## src/rtl/power_sequencer_fsm.sv

```systemverilog
// power_sequencer_fsm
// Holds main system power through an external D-FF, brings up NUM_RAILS rails
// in order with a power-good timeout per rail, and takes them down again in
// reverse order on a soft request or long button press, or all at once on a
// rail fault. After power-down the D-FF is cleared and kept clocked until the
// supply collapses.
module power_sequencer_fsm #(
  parameter int CLK_HZ            = 100000000,
  parameter int NUM_RAILS         = 3,
  parameter int ON_PRESS_MS       = 1000,
  parameter int OFF_PRESS_MS      = 5000,
  parameter int RAIL_STEP_US      = 1000,
  parameter int PGOOD_TIMEOUT_MS  = 50,
  parameter int FD_SETUP_HOLD_CYC = 100
) (
  input  logic                 clk,
  input  logic                 resetn,
  input  logic                 btn_pressed,
  input  logic                 pwr_off_req,
  input  logic [NUM_RAILS-1:0] pgood,
  output logic                 fd_clk,
  output logic                 fd_dat,
  output logic [NUM_RAILS-1:0] rail_en,
  output logic                 pwr_ready,
  output logic                 fault,
  output logic [2:0]           fault_rail
);

  localparam logic [31:0] T_ON      = 32'(CLK_HZ / 1000 * ON_PRESS_MS);
  localparam logic [31:0] T_OFF     = 32'(CLK_HZ / 1000 * OFF_PRESS_MS);
  localparam logic [31:0] T_STEP    = 32'(CLK_HZ / 1000000 * RAIL_STEP_US);
  localparam logic [31:0] T_PG      = 32'(CLK_HZ / 1000 * PGOOD_TIMEOUT_MS);
  localparam logic [31:0] T_FD      = 32'(FD_SETUP_HOLD_CYC);
  localparam logic [2:0]  LAST_RAIL = 3'(NUM_RAILS - 1);

  if (CLK_HZ < 1000 || CLK_HZ > 150000000) begin : g_bad_clk_hz
    $error("power_sequencer_fsm: CLK_HZ out of range 1000..150000000");
  end

  if (NUM_RAILS < 1 || NUM_RAILS > 8) begin : g_bad_num_rails
    $error("power_sequencer_fsm: NUM_RAILS out of range 1..8");
  end

  typedef enum logic [3:0] {
    HOLD    = 4'd0,
    LATCH   = 4'd1,
    SEQ_UP  = 4'd2,
    REL     = 4'd3,
    RUN     = 4'd4,
    SEQ_DN  = 4'd5,
    FAULT   = 4'd6,
    UNLATCH = 4'd7
  } state_t;

  state_t               state;
  logic [31:0]          cnt;
  logic [2:0]           idx;
  logic                 phase;
  logic [NUM_RAILS-1:0] cur_bit;
  logic [NUM_RAILS-1:0] lost;
  logic [2:0]           lost_idx;

  // True on the last cycle of a wait of t cycles; a zero-length wait expires at once.
  function automatic logic expired(input logic [31:0] c, input logic [31:0] t);
    return (c + 32'd1) >= t;
  endfunction

  // Current rail as a one-hot mask, and the lowest enabled rail that has lost power-good.
  always_comb begin
    cur_bit  = NUM_RAILS'(1) << idx;
    lost     = rail_en & ~pgood;
    lost_idx = '0;
    for (int i = NUM_RAILS - 1; i >= 0; i--) begin
      if (lost[i]) lost_idx = 3'(i);
    end
  end

  // Sequencer: one registered FSM driving every output directly.
  always_ff @(posedge clk) begin
    if (!resetn) begin
      state      <= HOLD;
      cnt        <= '0;
      idx        <= '0;
      phase      <= 1'b0;
      fd_clk     <= 1'b0;
      fd_dat     <= 1'b0;
      rail_en    <= '0;
      pwr_ready  <= 1'b0;
      fault      <= 1'b0;
      fault_rail <= '0;
    end else begin
      case (state)
        HOLD: begin
          if (expired(cnt, T_ON)) begin
            state  <= LATCH;
            cnt    <= '0;
            phase  <= 1'b0;
            fd_dat <= 1'b1;
          end else begin
            cnt <= cnt + 32'd1;
          end
        end

        LATCH: begin
          if (expired(cnt, T_FD)) begin
            cnt <= '0;
            if (!phase) begin
              fd_clk <= 1'b1;
              phase  <= 1'b1;
            end else begin
              fd_clk     <= 1'b0;
              phase      <= 1'b0;
              idx        <= '0;
              rail_en[0] <= 1'b1;
              state      <= SEQ_UP;
            end
          end else begin
            cnt <= cnt + 32'd1;
          end
        end

        SEQ_UP: begin
          if (!phase) begin
            if (|(pgood & cur_bit)) begin
              cnt <= '0;
              if (T_STEP != 32'd0) begin
                phase <= 1'b1;
              end else if (idx == LAST_RAIL) begin
                state <= REL;
              end else begin
                idx     <= idx + 3'd1;
                rail_en <= rail_en | (cur_bit << 1);
              end
            end else if (expired(cnt, T_PG)) begin
              fault      <= 1'b1;
              fault_rail <= idx;
              state      <= FAULT;
            end else begin
              cnt <= cnt + 32'd1;
            end
          end else if (expired(cnt, T_STEP)) begin
            cnt   <= '0;
            phase <= 1'b0;
            if (idx == LAST_RAIL) begin
              state <= REL;
            end else begin
              idx     <= idx + 3'd1;
              rail_en <= rail_en | (cur_bit << 1);
            end
          end else begin
            cnt <= cnt + 32'd1;
          end
        end

        REL: begin
          if (!btn_pressed) begin
            state     <= RUN;
            pwr_ready <= 1'b1;
            cnt       <= '0;
          end
        end

        RUN: begin
          if (|lost) begin
            fault      <= 1'b1;
            fault_rail <= lost_idx;
            pwr_ready  <= 1'b0;
            state      <= FAULT;
          end else if (pwr_off_req || (btn_pressed && expired(cnt, T_OFF))) begin
            pwr_ready <= 1'b0;
            state     <= SEQ_DN;
            idx       <= LAST_RAIL;
            phase     <= 1'b0;
            cnt       <= '0;
          end else if (btn_pressed) begin
            cnt <= cnt + 32'd1;
          end else begin
            cnt <= '0;
          end
        end

        SEQ_DN: begin
          if (!phase) begin
            rail_en <= rail_en & ~cur_bit;
            phase   <= 1'b1;
            cnt     <= '0;
          end else if (expired(cnt, T_STEP)) begin
            cnt <= '0;
            if (idx == 3'd0) begin
              state  <= UNLATCH;
              fd_dat <= 1'b0;
              phase  <= 1'b0;
            end else begin
              idx     <= idx - 3'd1;
              rail_en <= rail_en & ~(cur_bit >> 1);
            end
          end else begin
            cnt <= cnt + 32'd1;
          end
        end

        FAULT: begin
          rail_en <= '0;
          fd_dat  <= 1'b0;
          cnt     <= '0;
          state   <= UNLATCH;
        end

        UNLATCH: begin
          if (expired(cnt, T_FD)) begin
            fd_clk <= ~fd_clk;
            cnt    <= '0;
          end else begin
            cnt <= cnt + 32'd1;
          end
        end

        default: begin
          rail_en   <= '0;
          fd_dat    <= 1'b0;
          pwr_ready <= 1'b0;
          cnt       <= '0;
          state     <= UNLATCH;
        end
      endcase
    end
  end

endmodule

```

## config.mk

```make
export PLATFORM = sky130hd
export DESIGN_NAME = power_sequencer_fsm
export DESIGN_NICKNAME = d
export VERILOG_FILES = /design/src/rtl/power_sequencer_fsm.sv
export SDC_FILE = /design/constraint.sdc
export NUM_CORES = 1
export LEC_CHECK = 0
export ABC_AREA = 1
export CAP_MARGIN = 10
export CORE_MARGIN = 1
export CORE_UTILIZATION = 39
export CTS_BUF_LIST = sky130_fd_sc_hd__clkbuf_8
export CTS_CLUSTER_DIAMETER = 40
export DETAILED_ROUTE_END_ITERATION = 6
export GPL_TIMING_DRIVEN = 1
export PLACE_DENSITY = 0.54
export SYNTH_ARGS = -nofsm -noshare
export SYNTH_HDL_FRONTEND = slang
export SYNTH_SLANG_ARGS = --single-unit
```

## constraint.sdc

```tcl
create_clock -name clk -period 5.75 [get_ports clk]
set_input_delay 0.8625 -clock clk [delete_from_list [all_inputs] [get_ports clk]]
set_output_delay 0.8625 -clock clk [all_outputs]
set_load 0.1 [all_outputs]
```

==> results.yml, run 1 <==
status:
  outcome: "finished, final reports clean"
sta:
  fmax_ghz: 0.263
  rsz0062_at_grt: "false"
  max-slew-margin-rel_pct: 34.5
  finalHoldViolCount: 0
  tightest_slew_ns: 0.979
  finalSetupViolCount: 0
  hold_ws_ns: 0.481
  finalCritPeriodShare_pct: 66.1
  skew_ns: 0.0145
  timing.setup.tns_ns: 0
  fin_crit_ns: 3.80
  finalMaxSlewViolations: 0
critical_path:
  crit_slowest_cell: "clkinv_2"
  critical_path_arrival_ns: 4.02
  crit_path_end_kind: "flip-flop"
  crit_chain: "ha_1 -> nand3_1 -> nor2_1 -> nand2_1 -> nand2_1 -> nand2_1 -> nand2_1 -> nor2_1 -> o21ai_0 -> nand3_1 -> nand2_1 -> nand2_2 -> nand3_4 -> clkinv_2 -> o21ai_0 -> nor2_1"
  worst-setup-path-type: "reg -> reg"
  max_stage_delay_ns: 0.52
  worst_setup_path_start_kind: "flip-flop"
  cp.required_ns: 5.97
  rr_worst_depth: 16
  crit_top_cell: "nand2_1"
  path_max_fanout: 31
clock_network:
  h-tree-depth: 2
  cts_sinks: 49
  clockBufferDepth: 2
  path_clk_slew_ns: 0.10
  cts_setup_buffers: 0
  clk-insertion-delay-late_ns: 0.34
  cts_root_buf: "clkbuf_8"
  holdBufCountCts: 0
  numCtsBuffers: 5
  cts-resized-gates: 0
  cts_tree: "done"
place:
  hpwl_mm: 10.3
  placedCellCount: 900
  gp_congestion: 0.909
  io_buffer_count: 16
global_route:
  global_route.overflow_total: 0
  grt_pass1_vias: 4165
  grt_pass1_wl_mm: 21.6
  antenna_found_initial: 0
  grt_max_degree: 38
  grt_usage_pct: 24.6
detailed_routing:
  vias: 4647
  firstDrtPassIters: 5
  drc_errors: 0
  ant_nets: 0
  wl_per_cell_um: 14.7
  via_per_inst: 5.12
  initialDrtViolationCount: 389
  wl_mm: 13.3
yosys:
  synth-xor-area-share_pct: 0.409
  synth_top_family_by_area: "simple AND/OR/NAND/NOR gates"
  avgSynthCellArea_um2: 5.62
  yosysTopAreaCellShare_pct: 22.9
  synth_nets: 772
  synth_area_leaders: "dfxtp_1 23%, nand2_1 20%, nor2_1 13%, nand3_1 7.1%, inv_1 7.1%"
  synth_mux_area_share_pct: 0
  synth_ff_type: "dfxtp_1"
  ys_types: 41
  synth_edf_count: 0
  synth_compound_gate_area_share_pct: 13.0
  synth_area_leader_cell: "dfxtp_1"
  yosys_register_bits: 49
  yosys.area_share.simple_pct: 52.3
  yosys.area_share.adder_pct: 1.05
  syn-instance-count: 762
  yosys_warnings: 0
  synth_area_mm2: 0.00428
  yosysSeqAreaShare_pct: 22.9
  async_flop_share_pct: 0
final_layout:
  utilization_pct: 44.2
  num_antenna_cells: 0
  syn_to_final_growth_pct: 7.95
  layoutNonFillerInstCount: 908
  layout-drive-gt1-share_pct: 9.07
  layout.nets: 781
power:
  power-per-cell-area_mw_per_mm2: 139
  vdd_drop_max_mv: 0.0912
  p_total_mw: 0.641
  p_leak_nw: 2.05
floorplanning:
  die-height_um: 107
  rows: 37
  core_area_mm2: 0.0105
  io_pins: 17
  die_w_um: 107
  initial_core_util_pct: 40.9
  die_area_mm2: 0.0114
run:
  maxCapViolCount: 0
hold_path:
  holdPathStages: 2
  worstHoldPathType: "reg -> reg"
==> cells by family (layout without fill, tap and decap cells) <==
group / count (synthesis) / count (layout)
DFF: 49 / 49
and+or+nand+nor: 509 / 509
xor gates and xnor gates: 2 / 2
AOI/OAI and AO/OA: 97 / 97
buffers and inverters: 102 / 112
adders and majority gates: 3 / 3
==> path summary, 6_finish.rpt <==
kind / startpoint / endpoint / slack (ns)
setup / recovery: cnt[0]$_SDFFE_PN0P_ / cnt[20]$_SDFFE_PN0P_ / 1.95
hold / removal: cnt[31]$_SDFFE_PN0P_ / cnt[31]$_SDFFE_PN0P_ / 0.48
setup reg to reg: cnt[0]$_SDFFE_PN0P_ / cnt[20]$_SDFFE_PN0P_ / 1.95
hold reg to reg: cnt[31]$_SDFFE_PN0P_ / cnt[31]$_SDFFE_PN0P_ / 0.48
==> Yosys cell counts, types with 2 or more instances <==
| cell type | number |
|---|---|
| a211oi_1 | 3 |
| a21oi_1 | 32 |
| a21oi_2 | 10 |
| a31oi_1 | 2 |
| a41oi_1 | 2 |
| buf_2 | 3 |
| buf_6 | 5 |
| clkbuf_1 | 6 |
| dfxtp_1 | 49 |
| ha_1 | 2 |
| inv_1 | 81 |
| inv_2 | 5 |
| nand2_1 | 224 |
| nand2_2 | 19 |
| nand3_1 | 61 |
| nand3b_1 | 9 |
| nand4_1 | 6 |
| nor2_1 | 146 |
| nor2_2 | 12 |
| nor2_4 | 8 |
| nor3_1 | 14 |
| o21ai_0 | 17 |
| o21ai_1 | 26 |
| or2_2 | 3 |
==> registers in the layout (all words and copies together), names as in the netlist <==
signal,count
rail_en,3
fault_rail,3
fd_dat,1
state,3
phase,1
fault,1
fd_clk,1
cnt,32
pwr_ready,1
idx,3
==> area by class of cell <==
type	instances	area, um^2
well taps	136	170
repair buffers	17	168
flip-flops and latches	49	981
clock buffers	6	82.6
inverters	87	328
fillers	1192	5840
clock inverters	2	33.8
multi-input cells	611	2860
==> power by group <==
group	leakage (nW)	internal, mW	switching, mW
registers	0.395	0.341	0.00289
clock network	0.0626	0.140	0.132
logic	1.59	0.0104	0.0146
total	2.05	0.492	0.149
==> placed cells by master, fill, tap and decap left out, types with 2 or more instances in the layout <==
cell type        count
a211oi_1             3
a21oi_1             32
a21oi_2             10
a31oi_1              2
a41oi_1              2
clkbuf_8             6
clkdlybuf4s50_1     16
dfxtp_1             49
ha_1                 2
inv_1               82
inv_2                5
nand2_1            224
nand2_2             19
nand3_1             61
nand3b_1             9
nand4_1              6
nor2_1             146
nor2_2              12
nor2_4               8
nor3_1              14
o21ai_0             17
o21ai_1             26
or2_2                3
==> per-layer routing <==
layer / vias to the layer above / global-route usage (%) / share of wire (%) / routed length, um
met4: 0 / 9.20 / 2.1 / 284
li1: 2437 / - / - / -
met2: 115 / 35.7 / 41 / 5490
met3: 20 / 4.13 / 5.3 / 700
met5: - / 0 / 0 / 0
met1: 2075 / 35.9 / 51 / 6840
==> metrics by stage <==
stage,instance area [um^2],worst slack (ns)
after floorplan,4280,3.21
after global placement,4500,2.07
after detailed placement,4500,1.98
after CTS,4620,1.94
after global routing,4620,1.62
final,4620,1.95
==> worst max-delay path: cells and delay by family (launching register included) <==
kind	cells	cell delay (ns)
buffers and inverters	1	0.52
and+or+nand+nor	12	1.88
DFF	1	0.47
AOI/OAI and AO/OA	2	0.49
adders and majority gates	1	0.32
Power figures use the tool's default switching activity.
==> run 2: changes to the inputs <==
PLACE_DENSITY = 0.56   (was 0.54)
clock period = 3.2 ns   (was 5.75 ns; I/O delays follow)
==> run 2 against run 1 <==
Effect of this change: combinational power rose by 94%; clock power increased by 44%; register-to-register slack lost 1.7 ns; via count grew 3.1%; die area stayed put; power increased by 65%; critical path type unchanged.
==> results.yml, run 2 (same netlist as run 1, synthesis figures left out) <==
clock_network:
  cts_tree: "done"
  cts_sinks: 49
  numCtsBuffers: 5
  h-tree-depth: 2
  cts_setup_buffers: 0
  clockBufferDepth: 2
  holdBufCountCts: 0
  cts_root_buf: "clkbuf_8"
  clk-insertion-delay-late_ns: 0.31
  path_clk_slew_ns: 0.09
final_layout:
  mostFrequentLayoutCells: "224 x nand2_1, 143 x nor2_1, 82 x inv_1"
  syn_to_final_growth_pct: 9.79
  layout_commonest_cell: "nand2_1"
  register_area_um2: 981
  fillers: 1200
  multi_input_area_mm2: 0.00288
  top_register: "cnt"
  layout.nets: 791
  stdcell_area_mm2: 0.00470
  num_antenna_cells: 0
  layoutNonFillerInstCount: 917
  largest_reg_flops: 32
  layout-drive-gt1-share_pct: 11.4
power:
  vdd_drop_max_mv: 0.156
  p_leak_nw: 2.11
  power-per-cell-area_mw_per_mm2: 225
  p_total_mw: 1.06
status:
  outcome: "finished, final reports clean"
global_route:
  grt_max_degree: 30
  grt_pass1_vias: 4338
  grt_usage_pct: 23.9
  grt_pass1_wl_mm: 21.6
  global_route.overflow_total: 0
  antenna_found_initial: 0
critical_path:
  crit_chain: "buf_4 -> inv_2 -> nor2_4 -> nand2_2 -> nor2_4 -> nand2_1 -> nand2_1 -> nand2_1 -> nor2_1 -> nand3_1 -> o21ai_0 -> nand3_1 -> nand2_1 -> nand2_2 -> nand3_4 -> clkinv_2 -> buf_12 -> o21ai_0 -> nor2_1"
  worst_setup_path_start_kind: "flip-flop"
  crit_path_end_kind: "flip-flop"
  cp.required_ns: 3.41
  worst-setup-path-type: "reg -> reg"
  critical_path_arrival_ns: 3.12
  crit_top_cell: "nand2_1"
  max_stage_delay_ns: 0.39
  path_max_fanout: 20
  crit_slowest_cell: "dfxtp_1"
sta:
  finalMaxSlewViolations: 0
  max-slew-margin-rel_pct: 35.0
  finalCritPeriodShare_pct: 90.8
  timing.final.ws_setup_ns: 0.293
  tightest_slew_ns: 0.972
  timing.setup.tns_ns: 0
  finalSetupViolCount: 0
  fin_crit_ns: 2.91
  finalHoldViolCount: 0
  fmax_ghz: 0.344
  skew_ns: 0.00641
detailed_routing:
  initialDrtViolationCount: 376
  via_per_inst: 5.23
  vias: 4793
  firstDrtPassIters: 6
  drc_errors: 0
  wl_per_cell_um: 14.2
  ant_nets: 0
  wl_mm: 13.0
floorplanning:
  die_area_mm2: 0.0114
  die-height_um: 107
  core_area_mm2: 0.0105
  initial_core_util_pct: 40.9
  die_w_um: 107
  io_pins: 17
  rows: 37
place:
  io_buffer_count: 16
  gp_congestion: 0.924
  place_ws_ns: 0.255
  placed_area_mm2: 0.00459
  placedCellCount: 910
  hpwl_mm: 10.2
run:
  maxCapViolCount: 0
hold_path:
  worstHoldPathType: "reg -> reg"
## run 2: cell types whose count changed in the layout (fill, tap and decap cells not counted), sizes merged
cell / previous run / this run
buf: 1 / 17
clkdlybuf4s50: 16 / 10
bufinv: 1 / 0
## run 2: path summary, 6_finish.rpt
kind / from / endpoint / slack [ns] / cells after the start
max reg2reg: cnt[0]$_SDFFE_PN0P_ / cnt[20]$_SDFFE_PN0P_ / 0.29 / 19
min: pwr_ready$_SDFFE_PN0P_ / pwr_ready$_SDFFE_PN0P_ / 0.47 / 2
max: cnt[0]$_SDFFE_PN0P_ / cnt[20]$_SDFFE_PN0P_ / 0.29 / 19
min reg2reg: pwr_ready$_SDFFE_PN0P_ / pwr_ready$_SDFFE_PN0P_ / 0.47 / 2
## run 2: layout make-up
class | count | area share (%)
well taps | 136 | 3.62
clock inverters | 1 | 0.0799
clock buffers | 6 | 1.76
inverters | 87 | 6.98
repair buffers | 27 | 5.46
flip-flops and latches | 49 | 20.9
multi-input cells | 611 | 61.2
## run 2: per-stage QoR
stage / util [%] / hold slack (ns)
CTS: 44.7 / 0.476
global route: 44.9 / 0.498
detailed placement: 43.9 / 0.462
global placement: 43.9 / 0.450
floorplan: - / 0.438
finish: 44.9 / 0.471
## run 2: worst max-delay path: cells and delay by family (launching register included)
family	cells	cell delay, ns
compound gates	2	0.28
simple gates	13	1.67
flops	1	0.39
buf+inv	4	0.47
## run 2: metal layers
| layer | wire (um) | up-vias | share of wire [%] | track usage [%] |
|---|---|---|---|---|
| met1 | 6570 | 2152 | 51 | 34.9 |
| met3 | 670 | 25 | 5.2 | 2.98 |
| met4 | 285 | 0 | 2.2 | 6.85 |
| met5 | 0 | - | 0 | 0 |
| met2 | 5480 | 147 | 42 | 36.5 |
| li1 | - | 2469 | - | - |
## run 2: repair_timing
action,CTS,global route
hold endpoints to repair,0,0
resized for setup,0,6
endpoints found under the setup margin,0,34
## run 2: where the power goes
part | switching (mW) | leakage, nW | internal [mW]
clock network | 0.223 | 0.0485 | 0.169
logic | 0.0282 | 1.67 | 0.0203
registers | 0.00500 | 0.395 | 0.612
total | 0.257 | 2.11 | 0.802
==> run 3: changes to the inputs <==
SETUP_SLACK_MARGIN = 0.3   (was unset)
==> run 3 against run 2 <==
Effect of this change: combinational power rose by 9.9%; highest routed layer unchanged; count of clock-buffer cells in the layout unchanged; setup slack better by 0.14 ns; critical path depth rose by 2; critical endpoint unchanged; via count up 3.6%; first-iteration DRC count grew 9.8%; non-clock buffer count increased by 17; largest power group unchanged; sequential share of layout area shrank 1.4 points; cell count grew 1.9%; flip-flop and latch count unchanged.
==> results.yml, run 3 (same netlist as run 1, synthesis figures left out) <==
sta:
  finalCritPeriodShare_pct: 86.5
  max-slew-margin-rel_pct: 35.0
  tightest_slew_ns: 0.972
  rsz0062_at_grt: "true"
  finalMaxSlewViolations: 0
  fin_crit_ns: 2.77
  hold_ws_ns: 0.471
  timing.setup.tns_ns: 0
  skew_ns: 0.00919
  finalHoldViolCount: 0
  fmax_ghz: 0.361
  finalSetupViolCount: 0
critical_path:
  critPathCapture: "cnt[20]$_SDFFE_PN0P_"
  crit_start: "cnt[1]$_SDFFE_PN0P_"
  cp.required_ns: 3.41
  r2r-start: "cnt[1]$_SDFFE_PN0P_"
  reg2reg_slack_ns: 0.43
  r2r-end: "cnt[20]$_SDFFE_PN0P_"
  path_max_fanout: 10
  worst_setup_path_start_kind: "flip-flop"
  critical_path_arrival_ns: 2.98
  worst-setup-path-type: "reg -> reg"
  crit_path_end_kind: "flip-flop"
  rr_worst_depth: 21
floorplanning:
  die_w_um: 107
  initial_core_util_pct: 40.9
  io_pins: 17
  core_area_mm2: 0.0105
  rows: 37
  die-height_um: 107
  die_area_mm2: 0.0114
final_layout:
  fillers: 1171
  num_antenna_cells: 0
  largest_reg_flops: 32
  stdcell_area_mm2: 0.00520
  syn_to_final_growth_pct: 21.6
  utilization_pct: 49.7
  multi_input_area_mm2: 0.00312
  top_register: "cnt"
  layout-drive-gt1-share_pct: 21.6
  layout.nets: 808
  register_area_mm2: 0.00101
  mostFrequentLayoutCells: "200 x nand2_1, 129 x nor2_1, 82 x inv_1"
  layout_commonest_cell: "nand2_1"
place:
  io_buffer_count: 16
  placed_area_mm2: 0.00459
  hpwl_mm: 10.2
  gp_congestion: 0.924
global_route:
  grt_pass1_wl_mm: 21.6
  global_route.overflow_total: 0
  grt_usage_pct: 23.9
  grt_pass1_vias: 4343
  grt_max_degree: 30
  antenna_found_initial: 0
run:
  maxCapViolCount: 0
detailed_routing:
  via_per_inst: 5.32
  wl_per_cell_um: 15.1
  firstDrtPassIters: 5
  initialDrtViolationCount: 413
  vias: 4966
  drc_errors: 0
  ant_nets: 0
  wl_mm: 14.1
power:
  p_leak_nw: 2.31
  power-per-cell-area_mw_per_mm2: 204
  vdd_drop_max_mv: 0.157
  p_total_mw: 1.06
hold_path:
  worstHoldPathType: "reg -> reg"
clock_network:
  cts_tree: "done"
  clk-insertion-delay-late_ns: 0.31
  numCtsBuffers: 5
  path_clk_slew_ns: 0.09
  cts_sinks: 49
  cts_root_buf: "clkbuf_8"
  h-tree-depth: 2
  holdBufCountCts: 0
  clockBufferDepth: 2
status:
  outcome: "finished, final reports clean"
run 3: final cells by class:
cell class                 count  share of cell area, %
clock buffer                   6                   1.59
clock inverter                 1                 0.0721
inverter                      87                   6.37
multi-input combinational    611                   60.0
sequential                    49                   19.5
tap                          136                   3.27
timing repair buffer          44                   9.26
run 3: what timing repair did:
item,CTS,global route
gates resized for setup,2,105
endpoints found under the setup margin,24,47
buffers inserted,0,13
pin swaps,0,21
cloned,0,4
run 3: report_power, final:
group | leakage [nW] | total (mW) | internal (mW) | switching, mW
combinational | 1.86 | 0.0534 | 0.0237 | 0.0298
sequential | 0.405 | 0.617 | 0.612 | 0.00534
clock | 0.0485 | 0.393 | 0.169 | 0.223
total | 2.31 | 1.06 | 0.805 | 0.258
run 3: routing by layer:
layer | vias up | routed length [um] | track usage (%)
li1 | 2517 | - | -
met1 | 2261 | 6810 | 34.9
met2 | 165 | 6200 | 36.6
met3 | 23 | 803 | 2.98
met4 | 0 | 246 | 6.85
met5 | - | 0 | 0
run 3: worst min-delay path by stage:
stage | start | end | slack (ns) | depth (start not counted)
after floorplan | cnt[31]$_SDFFE_PN0P_ | cnt[31]$_SDFFE_PN0P_ | 0.44 | 2
after global placement | pwr_ready$_SDFFE_PN0P_ | pwr_ready$_SDFFE_PN0P_ | 0.45 | 2
after detailed placement | pwr_ready$_SDFFE_PN0P_ | pwr_ready$_SDFFE_PN0P_ | 0.46 | 2
after CTS | pwr_ready$_SDFFE_PN0P_ | pwr_ready$_SDFFE_PN0P_ | 0.48 | 2
after global routing | pwr_ready$_SDFFE_PN0P_ | pwr_ready$_SDFFE_PN0P_ | 0.50 | 2
final | cnt[31]$_SDFFE_PN0P_ | cnt[31]$_SDFFE_PN0P_ | 0.47 | 2
run 3: worst max-delay path: stages, from the launching register on:
cell	delay, ns
dfxtp_4	0.39
ha_4	0.16
inv_1	0.09
nor2_4	0.18
nand2_2	0.11
nor2_2	0.16
nand2_1	0.06
nand2_1	0.07
nand2_2	0.09
nor2_4	0.16
inv_2	0.05
nor2_1	0.18
nand2_1	0.07
nand2_1	0.11
nor2_4	0.04
nand2_2	0.06
nand2_2	0.08
nand3_4	0.15
inv_6	0.07
clkbuf_16	0.17
o21ai_0	0.16
nor2_1	0.06
run 3: metrics by stage:
| stage | instances | setup WS (ns) |
|---|---|---|
| 4_1_cts | 917 | 0.305 |
| 5_1_grt | 934 | 0.250 |
| 3_3_place_gp | 910 | 0.291 |
| 6_report | 934 | 0.431 |
| 3_5_place_dp | 910 | 0.255 |
| 2_1_floorplan | 762 | 0.659 |
